File: src/rtl/async_fifo_4x4_pkg.sv
// ============================================================================
// async_fifo_4x4_pkg : shared defaults and types for the 4x4 single-clock FIFO
// Revision: 1.0
// ============================================================================
`default_nettype none

package async_fifo_4x4_pkg;

  localparam int unsigned DEF_DATA_W = 4;
  localparam int unsigned DEF_DEPTH  = 4;
  localparam int unsigned DEF_ADDR_W = $clog2(DEF_DEPTH);

  // One extra pointer bit distinguishes full from empty when the indices match.
  typedef logic [DEF_ADDR_W:0]   ptr_t;
  typedef logic [DEF_DATA_W-1:0] data_t;

endpackage

`default_nettype wire

File: src/rtl/async_fifo_4x4_mem.sv
// ============================================================================
// async_fifo_4x4_mem : DEPTH x DATA_W register file, sync write, registered read
// Revision: 1.0
// ============================================================================
`default_nettype none

module async_fifo_4x4_mem
  import async_fifo_4x4_pkg::*;
#(
  parameter int unsigned DATA_W = DEF_DATA_W,
  parameter int unsigned DEPTH  = DEF_DEPTH
) (
  input  logic                       clk,
  input  logic                       rst,
  input  logic                       wr_en,
  input  logic [$clog2(DEPTH)-1:0]   wr_addr,
  input  logic [DATA_W-1:0]          wr_data,
  input  logic                       rd_en,
  input  logic [$clog2(DEPTH)-1:0]   rd_addr,
  output logic [DATA_W-1:0]          rd_data
);

  logic [DATA_W-1:0] mem_q [DEPTH];
  logic [DATA_W-1:0] mem_d [DEPTH];
  logic [DATA_W-1:0] rd_data_q;
  logic [DATA_W-1:0] rd_data_d;

  always_comb begin
    mem_d = mem_q;
    if (wr_en) begin
      mem_d[wr_addr] = wr_data;
    end
  end

  // Read samples the pre-edge array, so a same-edge write to the read slot is not seen.
  always_comb begin
    rd_data_d = rd_data_q;
    if (rd_en) begin
      rd_data_d = mem_q[rd_addr];
    end
  end

  // Storage is deliberately not reset; only the output register is.
  always_ff @(posedge clk) begin
    mem_q <= mem_d;
  end

  always_ff @(posedge clk) begin
    if (rst) begin
      rd_data_q <= '0;
    end else begin
      rd_data_q <= rd_data_d;
    end
  end

  assign rd_data = rd_data_q;

endmodule

`default_nettype wire

File: src/rtl/async_fifo_4x4.sv
// ============================================================================
// async_fifo_4x4 : 4-entry x 4-bit single-clock FIFO with registered read data.
// Optional sticky overflow/underflow outputs: ASYNC_FIFO_4X4_ERR_FLAGS_EN.
// Revision: 1.0
// ============================================================================
`default_nettype none

module async_fifo_4x4
  import async_fifo_4x4_pkg::*;
#(
  parameter int unsigned DATA_W = DEF_DATA_W,
  parameter int unsigned DEPTH  = DEF_DEPTH
) (
  input  logic              clk,
  input  logic              rst,
  input  logic              wr_en,
  input  logic              rd_en,
  input  logic [DATA_W-1:0] din,
  output logic [DATA_W-1:0] dout,
  output logic              full,
  output logic              empty
`ifdef ASYNC_FIFO_4X4_ERR_FLAGS_EN
  ,
  output logic              overflow,
  output logic              underflow
`endif
);

  localparam int unsigned ADDR_W = $clog2(DEPTH);

  logic [ADDR_W:0] wr_ptr_q;
  logic [ADDR_W:0] wr_ptr_d;
  logic [ADDR_W:0] rd_ptr_q;
  logic [ADDR_W:0] rd_ptr_d;
  logic            wr_fire;
  logic            rd_fire;

  assign empty = (wr_ptr_q == rd_ptr_q);
  assign full  = (wr_ptr_q[ADDR_W] != rd_ptr_q[ADDR_W]) &&
                 (wr_ptr_q[ADDR_W-1:0] == rd_ptr_q[ADDR_W-1:0]);

  // Each side is gated only by its own flag, so full+both reads and empty+both writes.
  assign wr_fire = wr_en && !full  && !rst;
  assign rd_fire = rd_en && !empty && !rst;

  always_comb begin
    wr_ptr_d = wr_ptr_q;
    rd_ptr_d = rd_ptr_q;
    if (wr_fire) begin
      wr_ptr_d = wr_ptr_q + 1'b1;
    end
    if (rd_fire) begin
      rd_ptr_d = rd_ptr_q + 1'b1;
    end
  end

  always_ff @(posedge clk) begin
    if (rst) begin
      wr_ptr_q <= '0;
      rd_ptr_q <= '0;
    end else begin
      wr_ptr_q <= wr_ptr_d;
      rd_ptr_q <= rd_ptr_d;
    end
  end

  async_fifo_4x4_mem #(
    .DATA_W (DATA_W),
    .DEPTH  (DEPTH)
  ) u_mem (
    .clk     (clk),
    .rst     (rst),
    .wr_en   (wr_fire),
    .wr_addr (wr_ptr_q[ADDR_W-1:0]),
    .wr_data (din),
    .rd_en   (rd_fire),
    .rd_addr (rd_ptr_q[ADDR_W-1:0]),
    .rd_data (dout)
  );

`ifdef ASYNC_FIFO_4X4_ERR_FLAGS_EN
  logic overflow_q;
  logic overflow_d;
  logic underflow_q;
  logic underflow_d;

  always_comb begin
    overflow_d  = overflow_q  | (wr_en & full);
    underflow_d = underflow_q | (rd_en & empty);
  end

  always_ff @(posedge clk) begin
    if (rst) begin
      overflow_q  <= 1'b0;
      underflow_q <= 1'b0;
    end else begin
      overflow_q  <= overflow_d;
      underflow_q <= underflow_d;
    end
  end

  assign overflow  = overflow_q;
  assign underflow = underflow_q;
`endif

endmodule

`default_nettype wire

File: config.mk
export PLATFORM = sky130hd
export DESIGN_NAME = async_fifo_4x4
export DESIGN_NICKNAME = d
export VERILOG_FILES = /design/src/rtl/async_fifo_4x4_pkg.sv /design/src/rtl/async_fifo_4x4_mem.sv /design/src/rtl/async_fifo_4x4.sv
export SDC_FILE = /design/constraint.sdc
export NUM_CORES = 1
export LEC_CHECK = 0
export CAP_MARGIN = 0
export CORE_ASPECT_RATIO = 2
export CORE_MARGIN = 4
export CORE_UTILIZATION = 40
export CTS_BUF_LIST = sky130_fd_sc_hd__clkbuf_4 sky130_fd_sc_hd__clkbuf_8 sky130_fd_sc_hd__clkbuf_16
export DETAILED_ROUTE_END_ITERATION = 10
export HOLD_SLACK_MARGIN = 0.12
export PLACE_DENSITY = 0.64
export SLEW_MARGIN = 20
export SYNTH_ARGS = -nofsm -noshare
export SYNTH_HDL_FRONTEND = slang
export SYNTH_HIERARCHICAL = 1
export SYNTH_SLANG_ARGS = --single-unit
File: constraint.sdc
create_clock -name clk -period 3.18 [get_ports clk]
set_input_delay 0.954 -clock clk [delete_from_list [all_inputs] [get_ports clk]]
set_output_delay 0.954 -clock clk [all_outputs]
set_load 0.1 [all_outputs]
==> results.json <==
{
  "synth_edf_count": 16,
  "final_hold_viol_count": 0,
  "async_flop_share_pct": 0,
  "synth_common_cells": "edfxtp_1 (16), dfxtp_1 (10), mux2i_1 (8), o21ai_0 (6), nand2_1 (5)",
  "grt.total_usage_pct": 14.43,
  "detail-route-antenna-nets": 0,
  "synth_area_mm2": 0.001252,
  "place_area_mm2": 0.001458,
  "nets": 132,
  "drive_above_1_share_pct": 19.17,
  "via_count": 882,
  "first_pass_iters": 2,
  "worstSetupPathType": "flip-flop to output port",
  "syn-num-nets": 112,
  "viasPerCell": 5.880,
  "h-tree-depth": 1,
  "hold_path_class": "flip-flop to flip-flop",
  "clk_path_buf_depth": 2,
  "drt-initial-drc-count": 16,
  "timing.reg2reg.worst_path_depth": 6,
  "rsz0062_at_grt": "false",
  "path_cells": "xor2_2 > buf_4 > nor3_2 > buf_12",
  "worst-path-buf-inv": 2,
  "worst_setup_path_start_kind": "flip-flop",
  "fin_crit_sh_pct": 82.51,
  "synth_area_leader_cell": "edfxtp_1",
  "tightest_slew_ps": 561.0,
  "maxSlewHeadroom_pct": 62.31,
  "crit_family": "flip-flops",
  "pre_cts_slack_ps": 367.8,
  "cts_setup_buffers": 0,
  "synth_area_leaders": "edfxtp_1 (38%), dfxtp_1 (16%), mux2i_1 (6.4%)",
  "reg2reg_to": "u_mem/rd_data[1]$_SDFFE_PP0P_",
  "clk_pin_slew_ps": 80,
  "ctsResizeCount": 0,
  "fmax_ghz": 0.3811,
  "drv_slew": 0,
  "synth_most_common_cell": "edfxtp_1",
  "leakagePower_nw": 0.5116,
  "ioPinCount": 14,
  "wl_per_cell_um": 16.03,
  "rrSetupSlack_ps": 1000,
  "ys_types": 35,
  "synthFlopType": "edfxtp_1",
  "yosys_register_bits": 26,
  "slowest_delay_ps": 550,
  "grt_first_pass_wirelength_um": 4243,
  "antenna_found_initial": 0,
  "fin_tns_setup_ps": 0,
  "ys_warn_count": 6,
  "io_buffers": 13,
  "area_growth_pct": 19.68,
  "holdBufCountCts": 0,
  "n_fill_cell": 265,
  "min_from": "u_mem/mem_q[2]$_DFFE_PP_",
  "clock-root-buffer": "clkbuf_8",
  "setup_ws_ps": 556.2,
  "die_y_um": 87.14,
  "drc_errors": 0,
  "seq_area_frac_synth_pct": 54.35,
  "numCtsBuffers": 3,
  "vdd_drop_max_v": 0.0004086,
  "grt_max_degree": 14,
  "final_area_mm2": 0.001499,
  "routed_wl_um": 2405,
  "initial_utilization_pct": 42.06,
  "fin_crit_ps": 2624,
  "end_kind": "output port",
  "cap_violations": 0,
  "critPathSlowestCell": "dfxtp_1",
  "cellPowerDensity_mw_per_mm2": 713.2,
  "place.gp.congestion": 0.7396,
  "fin_skew_ps": 2.254,
  "die_w_um": 47.57,
  "path_max_fanout": 10,
  "coreArea_mm2": 0.002978,
  "cp.required_ps": 2230,
  "die-area_mm2": 0.004145,
  "synth_top_area_share_pct": 38.36,
  "dpl.hpwl_um": 1837,
  "r2r_start": "wr_ptr_q[0]$_SDFFE_PP0P_",
  "grt_overflow": 0,
  "grt_pass1_vias": 960,
  "cts_tree": "yes",
  "setup_viol": 0,
  "floorplan.rows": 28,
  "hold_path_end": "u_mem/rd_data[2]$_SDFFE_PP0P_",
  "syn_inst": 102,
  "hold_depth": 2,
  "status": "complete, no violations",
  "hold_slack_ps": 553.2,
  "critPathArrivalTime_ps": 1670,
  "synth.avg_cell_area_um2": 12.28,
  "antennaDiodeCount": 0,
  "insertion_delay_ps": 270,
  "cts_sinks": 26
}
[worst max-delay path by stage]
stage                                        start  cells after the start  slack [ps]                       endpoint
final                     wr_ptr_q[1]$_SDFFE_PP0P_                      4         560                           full
after CTS                 wr_ptr_q[1]$_SDFFE_PP0P_                      4         540                           full
after global placement                       rd_en                      5         390  u_mem/rd_data[2]$_SDFFE_PP0P_
after detailed placement                     rd_en                      5         370  u_mem/rd_data[1]$_SDFFE_PP0P_
after global routing      wr_ptr_q[1]$_SDFFE_PP0P_                      4         450                           full
after floorplan           wr_ptr_q[0]$_SDFFE_PP0P_                      3         270                          empty
[registers in the layout (all words and copies together), names as in the netlist]
| register | count |
|---|---|
| rd_ptr_q | 3 |
| u_mem/rd_data | 4 |
| u_mem/mem_q | 16 |
| wr_ptr_q | 3 |
[cell type report]
cell class / count / area (um2) / share of cell area [%]
sequential: 26 / 680.7 / 45.41
multi-input combinational: 70 / 550.5 / 36.73
timing repair buffer: 18 / 177.7 / 11.85
clock buffer: 3 / 41.29 / 2.755
tap: 30 / 37.54 / 2.504
inverter: 3 / 11.26 / 0.7513
[per-stage QoR]
step           total power [mW]  util (%)  instances
3_5_place_dp             0.8976     48.95        147
3_3_place_gp             0.8919     48.95        147
2_1_floorplan            0.7575         -        102
5_1_grt                   1.129     50.34        150
4_1_cts                   1.079     50.34        150
6_report                  1.069     50.34        150
[tightest hold or removal path, delay by kind of cell (launching register included)]
| kind | cells | cell delay, ps |
|---|---|---|
| multiplexers | 1 | 80 |
| AO/OA/AOI/OAI | 1 | 120 |
| flip-flops | 1 | 330 |
[cell usage in the layout, fill, tap and decap left out]
master	count
clkdlybuf4s50_1	7
nor2_1	1
and3_1	1
o2111ai_1	2
dfxtp_1	10
o221ai_1	3
nand2b_1	2
a21oi_1	1
nand2_1	5
nand4b_1	1
clkbuf_8	3
and3b_1	1
o21ai_0	6
nand4_1	3
xnor2_1	2
buf_12	2
o221ai_2	1
or3b_4	1
o211ai_1	2
nor3b_1	3
or2b_1	2
nand3b_1	1
edfxtp_1	16
nand3_1	2
or4_1	4
mux2i_1	8
nor3_2	2
or3b_2	4
inv_1	3
buf_4	9
nor4bb_1	2
a41oi_1	2
xor2_1	2
ha_1	2
xor2_2	1
nor3_1	2
a211o_1	1
[power breakdown]
group	internal [mW]	switching (mW)
logic	0.158	0.296
registers	0.394	0.0387
clock network	0.0850	0.0967
total	0.638	0.431
[cell families after synthesis]
kind of cell             synth area share (%)
AND/OR/NAND/NOR                         19.88
adder cells (fa/ha/maj)                 1.998
multiplexers                            6.394
buffers and inverters                   2.497
flip-flops                              54.35
XOR/XNOR                                4.097
AO/OA/AOI/OAI                           10.79
[routing by layer]
layer	vias up	share of wire [%]	GRT usage, %
met5	-	0	0
met4	0	3.0	8.824
met3	5	3.3	1.242
met2	13	58	26.04
met1	423	35	14.55
li1	441	-	-
No activity file was read; power rests on OpenSTA's default activity.
==> patch (same flow settings) <==
Add a define of `ASYNC_FIFO_4X4_ERR_FLAGS_EN`.
--- a/src/rtl/async_fifo_4x4.sv
+++ b/src/rtl/async_fifo_4x4.sv
@@ -4,6 +4,8 @@
 // Revision: 1.0
 // ============================================================================
 `default_nettype none
+
+`define ASYNC_FIFO_4X4_ERR_FLAGS_EN
 
 module async_fifo_4x4
   import async_fifo_4x4_pkg::*;
Formal check against the unedited RTL (old outputs only; new: overflow and underflow): equivalent (equiv_simple and equiv_induct, registers matched by name and starting in step).
==> patch against the original RTL <==
- power is 9.9% higher
- global-route usage is 0.56 points lower
- die area is 4.9% higher
- final cell count is 6.7% higher
- final area is 6.2% higher
- sequential cell count is 2 higher
- non-clock buffer count is 2 higher
- wire length is 23% higher
- hold slack worse by 55 ps
- count of clock-buffer cells in the layout stayed put
- fmax is 3.2% lower
- area after synthesis is 5.6% higher
- worst setup slack worse by 87 ps
==> patch: results (changes against the original RTL) <==
yosys:
  ys_types: 35  # unchanged
  synth_cells: 109  # +6.9%
  yosys_warnings: 6  # unchanged
  synth-seq-area-share: 0.545  # +0.00148
  synth_area_leaders: "edfxtp_1 (36%), dfxtp_1 (18%), mux2i_1 (6.1%)"
  synth_commonest_cells: "edfxtp_1 (16), dfxtp_1 (12), mux2i_1 (8)"
  synth_enable_flop_cells: 16  # unchanged
  async_reset_ff_frac: 0  # unchanged
  syn_nets: 119  # +6.3%
placement:
  port_buffers: 15  # +2
  place_ws_ps: 215  # -153 ps
  place.gp.congestion: 0.921  # +24%
  dpl.hpwl_mm: 2.23  # +22%
  numPlacedInstances: 157  # +6.8%
critical_path:
  cp_top_family: "simple AND/OR/NAND/NOR gates"
  crit_slowest_cell: "clkdlybuf4s50_1"
  cp_max_fo: 7  # -3
  arrival_ps: 2890  # +1220 ps
  critical-path-max-stage-delay_ps: 580  # +30 ps
  startpoint: "rd_en"
  rr_startpoint: "wr_ptr_q[0]$_SDFFE_PP0P_"
cts:
  cts_made_buffers: 3  # unchanged
  clockBufferDepth: 2  # unchanged
  cts_setup_buffers: 0  # unchanged
  ctsResizeCount: 0  # unchanged
  clk_pin_slew_worst_paths_ps: 80  # about the same
  h-tree-depth: 1  # unchanged
  clockRootBuffer: "clkbuf_8"
  clock_latency_ps: 260
drt:
  via_per_inst: 6.38  # +8.4%
  first_pass_iters: 4  # +2
  wl_per_cell_um: 18.5  # +16%
  wirelength_mm: 2.97  # +23%
  drtIter0Drc: 34  # +18
timing:
  max_slew_margin: 0.535  # -0.0885
  finalClockSkew_ps: 2.39  # +0.132 ps
  setup_tns_ps: 0  # unchanged
global_routing:
  grt_pass1_vias: 1025  # +6.8%
  grt_max_degree: 15  # +1
  grt_pass1_wl_mm: 4.58  # +8.0%
  grt_use_total: 0.139  # -0.00563
  antenna_found_initial: 0  # unchanged
cells_and_area:
  regMostFlops: "u_mem/mem_q"
  largest_register_ffs: 16  # unchanged
  insertedDiodeCount: 0  # unchanged
  drive_gt1_frac: 0.209  # +0.0176
  nets: 141  # +6.8%
hold_path:
  min_from: "underflow$_SDFF_PP0_"
  worstHoldPathType: "flop to flop"
pwr:
  ir_drop_mv: 0.645  # +58%
  p_int_mw: 0.671  # +5.2%
  p_leak_nw: 0.555  # +8.4%
die:
  core-area_um2: 3190  # +7.2%
outcome:
  status: "completed"
patch: kinds of logic (layout without fill, tap and decap cells):
kind of cell             count (synthesis)  count (layout)  synth area share
flip-flops                              28              28             0.545
buffers and inverters                    6              26            0.0189
adder cells (fa/ha/maj)                  2               2            0.0189
AND/OR/NAND/NOR                         39              39             0.192
XOR/XNOR                                 6               6            0.0511
AO/OA/AOI/OAI                           20              20             0.114
multiplexers                             8               8            0.0606
patch: cell type report:
class                      count  area (um^2)
fill                         298         1600
tap                           31         38.8
clock buffer                   3         41.3
inverter                       3         11.3
timing repair buffer          20          193
sequential                    28          721
multi-input combinational     75          587
patch: tightest hold or removal path, stage by stage, from the launching register on:
cell     delay, ps
dfxtp_1        340
a41oi_1         50
nor2_1          80
patch: final timing paths:
path / cells after the start / slack [ps] / end
max: 5 / 470 / u_mem/rd_data[1]$_SDFFE_PP0P_
min reg2reg: 2 / 500 / underflow$_SDFF_PP0_
min: 2 / 500 / underflow$_SDFF_PP0_
max reg2reg: 5 / 610 / u_mem/rd_data[1]$_SDFFE_PP0P_
patch: routing by layer:
| layer | global-route usage | up-vias | share of wire | wire [um] |
|---|---|---|---|---|
| met5 | 0 | - | 0 | 0 |
| met4 | 0.0833 | 0 | 0.027 | 80 |
| met3 | 0.0184 | 11 | 0.068 | 203 |
| met2 | 0.289 | 54 | 0.57 | 1700 |
| met1 | 0.117 | 486 | 0.33 | 981 |
| li1 | - | 469 | - | - |
patch: stage by stage:
stage	power, mW	cell area (um^2)
final	1.18	1590
after global routing	1.22	1590
after CTS	1.18	1590
after detailed placement	0.997	1550
after global placement	0.994	1550
after floorplan	0.834	1330
patch: power by group through the flow:
stage	logic [mW]	registers (mW)	clock network, mW
2_1_floorplan	0.267	0.567	0
3_3_place_gp	0.526	0.468	0
3_5_place_dp	0.527	0.470	0
4_1_cts	0.530	0.462	0.191
5_1_grt	0.555	0.468	0.200
6_report	0.531	0.462	0.183
